### config.mk
export PLATFORM = sky130hd
export DESIGN_NAME = pcie_wrap0_master_0_bytes_to_packets
export DESIGN_NICKNAME = d
export VERILOG_FILES = /design/src/rtl/pcie_wrap0_master_0_bytes_to_packets.sv
export SDC_FILE = /design/constraint.sdc
export NUM_CORES = 1
export LEC_CHECK = 0
export BUFFER_PORTS_ARGS = -buffer_cell sky130_fd_sc_hd__buf_2
export CAP_MARGIN = 20
export CORE_ASPECT_RATIO = 0.7
export CORE_UTILIZATION = 52
export DETAILED_ROUTE_END_ITERATION = 8
export PLACE_DENSITY_LB_ADDON = 0.2
export SKIP_CTS_REPAIR_TIMING = 1
export SYNTH_ARGS = -nofsm -noshare
export SYNTH_HDL_FRONTEND = slang
export SYNTH_SLANG_ARGS = --single-unit
### constraint.sdc
create_clock -name clk -period 1.82 [get_ports clk]
set_input_delay 0.091 -clock clk [delete_from_list [all_inputs] [get_ports clk]]
set_output_delay 0.091 -clock clk [all_outputs]
set_load 0.05 [all_outputs]
### src/rtl/pcie_wrap0_master_0_bytes_to_packets.sv
`default_nettype none
// +----------------------------------------------------------------------------+
// | Module   : pcie_wrap0_master_0_bytes_to_packets                            |
// | Purpose  : Decodes the escaped host byte stream into Avalon-ST packets.    |
// | Revision : 1.0                                                             |
// +----------------------------------------------------------------------------+
module pcie_wrap0_master_0_bytes_to_packets #(
  parameter int CHANNEL_WIDTH = 8
) (
  input  logic                     clk,
  input  logic                     reset_n,
  output logic                     in_ready,
  input  logic                     in_valid,
  input  logic [7:0]               in_data,
  input  logic                     out_ready,
  output logic                     out_valid,
  output logic [7:0]               out_data,
  output logic                     out_startofpacket,
  output logic                     out_endofpacket,
  output logic [CHANNEL_WIDTH-1:0] out_channel
);

  localparam logic [7:0] c_sop  = 8'h7A;
  localparam logic [7:0] c_eop  = 8'h7B;
  localparam logic [7:0] c_chan = 8'h7C;
  localparam logic [7:0] c_esc  = 8'h7D;
  localparam logic [7:0] c_xor  = 8'h20;

  logic                     r_esc_pending;
  logic                     r_chan_pending;
  logic                     r_sop_pending;
  logic                     r_eop_pending;
  logic [CHANNEL_WIDTH-1:0] r_chan;

  logic                     w_accept;
  logic                     w_emit;
  logic                     w_load_chan;
  logic                     w_set_esc;
  logic                     w_clr_esc;
  logic                     w_set_sop;
  logic                     w_set_eop;
  logic                     w_set_chan;
  logic                     w_clr_chan;
  logic [7:0]               w_byte;
  logic [CHANNEL_WIDTH-1:0] w_chan_next;

  // The output register doubles as the only buffer: a byte can enter whenever
  // the held byte is empty or leaving this cycle.
  assign in_ready = !out_valid || out_ready;
  assign w_accept = in_valid && in_ready;

  always_comb begin
    w_emit      = 1'b0;
    w_load_chan = 1'b0;
    w_set_esc   = 1'b0;
    w_clr_esc   = 1'b0;
    w_set_sop   = 1'b0;
    w_set_eop   = 1'b0;
    w_set_chan  = 1'b0;
    w_clr_chan  = 1'b0;
    w_byte      = in_data;
    if (r_esc_pending) begin
      w_clr_esc = 1'b1;
      w_byte    = in_data ^ c_xor;
      if (r_chan_pending) begin
        w_load_chan = 1'b1;
        w_clr_chan  = 1'b1;
      end else begin
        w_emit = 1'b1;
      end
    end else begin
      case (in_data)
        c_esc:  w_set_esc = 1'b1;
        c_sop: begin
          w_set_sop  = 1'b1;
          w_clr_chan = 1'b1;
        end
        c_eop: begin
          w_set_eop  = 1'b1;
          w_clr_chan = 1'b1;
        end
        c_chan: w_set_chan = 1'b1;
        default: begin
          if (r_chan_pending) begin
            w_load_chan = 1'b1;
            w_clr_chan  = 1'b1;
          end else begin
            w_emit = 1'b1;
          end
        end
      endcase
    end
  end

  // The channel byte is truncated (or zero-extended) to the channel width.
  generate
    if (CHANNEL_WIDTH <= 8) begin : g_chan_narrow
      assign w_chan_next = w_byte[CHANNEL_WIDTH-1:0];
    end else begin : g_chan_wide
      assign w_chan_next = {{(CHANNEL_WIDTH-8){1'b0}}, w_byte};
    end
  endgenerate

  always_ff @(posedge clk or negedge reset_n) begin
    if (!reset_n) begin
      r_esc_pending     <= 1'b0;
      r_chan_pending    <= 1'b0;
      r_sop_pending     <= 1'b0;
      r_eop_pending     <= 1'b0;
      r_chan            <= '0;
      out_valid         <= 1'b0;
      out_data          <= 8'h00;
      out_startofpacket <= 1'b0;
      out_endofpacket   <= 1'b0;
      out_channel       <= '0;
    end else begin
      if (w_accept) begin
        if (w_set_esc) begin
          r_esc_pending <= 1'b1;
        end else if (w_clr_esc) begin
          r_esc_pending <= 1'b0;
        end
        if (w_set_chan) begin
          r_chan_pending <= 1'b1;
        end else if (w_clr_chan) begin
          r_chan_pending <= 1'b0;
        end
        if (w_load_chan) begin
          r_chan <= w_chan_next;
        end
        if (w_emit) begin
          out_data          <= w_byte;
          out_startofpacket <= r_sop_pending;
          out_endofpacket   <= r_eop_pending;
          out_channel       <= r_chan;
          r_sop_pending     <= 1'b0;
          r_eop_pending     <= 1'b0;
        end else begin
          if (w_set_sop) begin
            r_sop_pending <= 1'b1;
          end
          if (w_set_eop) begin
            r_eop_pending <= 1'b1;
          end
        end
      end
      if (w_accept && w_emit) begin
        out_valid <= 1'b1;
      end else if (out_ready) begin
        out_valid <= 1'b0;
      end
    end
  end

endmodule
`default_nettype wire

# Word-level counts from Yosys, hierarchy flattened
# Cells that the tools add are included.
# word_totals
regBits	31
inputBits	12
out_inout_bits	20
word_cells	61
# op_classes
eq_ne	4
mux	28
bitwise	1
reduce_logical	18
# op_table
cell	n
$eq A8 B7 Y1 const B	4
$mux W1	26
$reduce_and A2 Y1	6
$reduce_bool A2 Y1	5
$mux W6	1
$reduce_or A2 Y1	2
$reduce_or A4 Y1	1
$logic_and A1 B1 Y1	2
$pmux W1 S2	1
$logic_not A1 Y1	1
$logic_or A1 B1 Y1	1
$not A1 Y1	1

# Logic depth before layout (Yosys ltp)
# logic_depth
ltp_word	6
depth_mapped	7
mapped_depth_nobuf	4

# Worst setup path before layout
# No wires, ideal clock.
# synth_timing
kind	register -> register
start	register out_valid
end	register out_channel[7]
setup_time_ns	0.125
arrival_ns	1.734
required_time_ns	1.695
path_slack_ns	-0.039
path_stages_with_launch	8
path_buffers	3
synth_period_minus_slack_ns	1.859
cell_sequence	dfrtp_1 -> nand2b_1 -> buf_6 -> nand3b_4 -> nand2b_1 -> buf_6 -> buf_12 -> mux2_4
# synth_via
elab_chain_len	4
# synth_lines
element	line	rtl
from (decl)	16	output logic out_valid,
from (signal assigned)	111	out_valid <= 1'b0;
from (signal assigned)	148	out_valid <= 1'b1;
from (signal assigned)	150	out_valid <= 1'b0;
$logic_not A1 Y1	49	assign in_ready = !out_valid || out_ready;
$logic_or A1 B1 Y1	49	
net in_ready	12	output logic in_ready,
$logic_and A1 B1 Y1	50	assign w_accept = in_valid && in_ready;
$reduce_and A2 Y1 (no line)	-	
to (signal assigned)	135	out_channel <= r_chan;
to (decl)	20	output logic [CHANNEL_WIDTH-1:0] out_channel
# The timed path passes the listed nets, and every way through them passes these cells.
# A chain may end at the register's enable or synchronous reset.

# Final worst setup path
# layout_timing
start	register r_esc_pending
end	register out_channel[5]
# layout_via
elab_chain_len	2
# layout_lines
element	line	rtl
from (decl)	29	logic r_esc_pending;
from (signal assigned)	106	r_esc_pending <= 1'b0;
from (signal assigned)	119	r_esc_pending <= 1'b1;
from (signal assigned)	121	r_esc_pending <= 1'b0;
$mux W1	62	if (r_esc_pending) begin
$reduce_and A2 Y1 (no line)	-	
# Every way passes these cells.

==> results.tsv <==
metric	value	unit
outcome	finished clean	
min_period_over_period	87.8	%
yosysMostFrequentCell	dfrtp_1	
cts.path.max_buffers	2	
reg_top3	out_channel: 8 flops, out_data: 8 flops, r_chan: 8 flops	
place_inst	167	
syn_avg_cell_area	13.4	um^2
yosysTopAreaCell	dfrtp_1	
cts_tree	built	
num_antenna_cells	0	
min_from	in_data[4]	
die_w	64.2	um
io_buffer_count	31	
synth_compound_area_share	9.50	%
wire_per_inst	15.4	um
hold_path.class	in2reg	
synth.area.mux_share	18.8	%
nNetsFinal	153	
startpoint_type	flip-flop	
max_freq	626	MHz
grt-ovfl-total	0	
synthFlopType	dfrtp_1	
clkSlewWorstSetupHoldPaths	0.07	ns
place.detailed.hpwl	1900	um
start_util	56.0	%
drv_slew	0	
cts.htree.levels	2	
power_density	1630	mW/mm^2
async_flop_share	100	%
core_area	0.00251	mm^2
synthCells	105	
dpl_worst_slack	0.246	ns
synth_top_family_by_area	multiplexers	
cts_buffers	5	
synth_cell_types	32	
setup_ws	0.222	ns
grt_max_degree	32	
worstSetupPathType	reg2reg	
vias_per_cell	5.53	
vias	974	
grt_pass1_wl	4460	um
routabilityCongestion	0.864	
root_buffer	clkbuf_8	
critical-path-max-stage-delay	0.42	ns
fp.dieH	45.6	um
dieArea	0.00292	mm^2
cp_max_fo	10	
worst_clock_skew	0.00599	ns
finalWirelength	2720	um
period_needed	1.60	ns
cp_cell_sequence	and2b_1 > nand3_1 > nand2b_1 > buf_4 > mux2_2	
hold_violations	0	
critical_path_required	1.99	ns
crit_family	simple AND/OR/NAND/NOR gates	
ys_ff_latch	31	
synth_xor_area_share	1.24	%
synth_edf_count	0	
endpoint_kind	flip-flop	
cts.sinks	31	
peakVddDrop	1060	uV
crit_start	r_esc_pending	
setup_viol	0	
drv_cap	0	
synth-seq-area-share	55.1	%
synth_fa_ha_area_share	0	%
antenna_found_initial	0	
io_pins	32	
rsz0062_at_grt	no	
synth_top_area_share	55.1	%
rows	15	
syn_area	0.00141	mm^2
syn_nets	117	
ant_nets	0	
setup-tns-final	0	ns
worst_pin_slew	0.665	ns
track_usage	22.4	%
clk-insertion-delay-late	0.29	ns
drt_iter0_drc	48	
drc	0	
leakage	0.000856	uW
synth_area_leaders	dfrtp_1 (55%), mux2_2 (9.6%), mux2_4 (6.4%), mux2i_1 (2.8%), a22oi_1 (2.1%)	
grt_pass1_vias	888	
arrival	1.77	ns
slew_headroom	55.7	%
ys_top_cells_by_count	dfrtp_1 (31), mux2_2 (12), nand2_1 (8)	
crit_buf_inv	1	
layout.cells.non_filler	176	
critPathSlowestCell	dfrtp_1	
post-route-util	67.3	%
yosys_warnings	0	
area_growth_syn_to_layout	20.2	%
dr.pass1.iters	4	
rr_startpoint	r_esc_pending	
synth-simple-area-share	10.5	%
drive_gt1_share	47.2	%
[cell usage in the layout, fill, tap and decap left out]
cell,synthesis,layout
nand3_1,2,2
mux2i_1,4,4
bufinv_16,0,1
a22oi_1,4,4
and4b_2,1,1
clkinv_2,0,1
o21ai_0,1,1
o22a_1,2,2
nor2b_1,1,1
dlygate4sd3_1,0,1
clkbuf_8,0,6
o22ai_1,4,4
or4_4,1,1
buf_4,2,2
nand3b_4,1,1
and3_2,1,1
nor2_1,2,2
a22o_2,1,1
nand2b_1,2,2
nand4_1,1,1
nor3_1,1,1
mux2_2,12,12
xor2_1,2,2
inv_1,3,3
and2_1,1,1
nand2_1,8,8
nand2_2,1,1
dfrtp_2,0,1
buf_2,0,31
and2b_1,1,1
mux2_4,6,6
o2bb2ai_1,2,2
a22o_1,1,1
a21oi_1,2,2
o22a_2,1,1
dfrtp_1,31,30
[final timing paths]
path	to	slack [ns]	depth (start not counted)
hold / removal	out_data[4]	0.07	2
min in group asynchronous	out_data[1]	0.37	2
setup / recovery	out_channel[5]	0.22	5
hold reg to reg	out_data[3]	0.49	1
setup reg to reg	out_channel[5]	0.22	5
max in group asynchronous	out_valid	0.99	2
[cell type report]
cell class | instances | area [um^2]
well taps | 34 | 42.5
repair buffers | 34 | 180
clock inverters | 2 | 35.0
multi-input cells | 66 | 564
fillers | 216 | 822
clock buffers | 6 | 82.6
inverters | 3 | 11.3
flip-flops and latches | 31 | 777
[metal layers]
layer  share of wire (%)  vias to the layer above  global-route usage (%)
met4                 1.5                        0                    11.1
met2                  44                       29                    30.4
met3                 5.9                        4                    10.0
met1                  49                      490                    30.5
li1                    -                      451                       -
met5                   0                        -                       0
[power breakdown]
part,internal [uW],switching (uW),leakage (uW)
clock,443,264,0.0000612
sequential,905,126,0.000379
combinational,323,698,0.000416
[per-stage QoR]
step / total power (uW) / instance area [um^2] / hold WS [ns]
after floorplan: 1840 / 1410 / -0.205
after global placement: 2040 / 1570 / 0.161
after detailed placement: 2070 / 1570 / 0.176
after CTS: 2780 / 1680 / -0.146
after global routing: 2880 / 1690 / 0.0576
final: 2760 / 1690 / 0.0704
[worst register-to-register path, cell delays in order (launching register included)]
cell and delay, ns:
dfrtp_1 0.42, and2b_1 0.27, nand3_1 0.12, nand2b_1 0.12, buf_4 0.21, mux2_2 0.35
[cell families after synthesis]
group                     count (synthesis)
muxes                                    22
buffers and inverters                     8
AOI/OAI and AO/OA                        18
DFF                                      31
and+or+nand+nor                          24
xor gates and xnor gates                  2
Power figures use the tool's default switching activity.
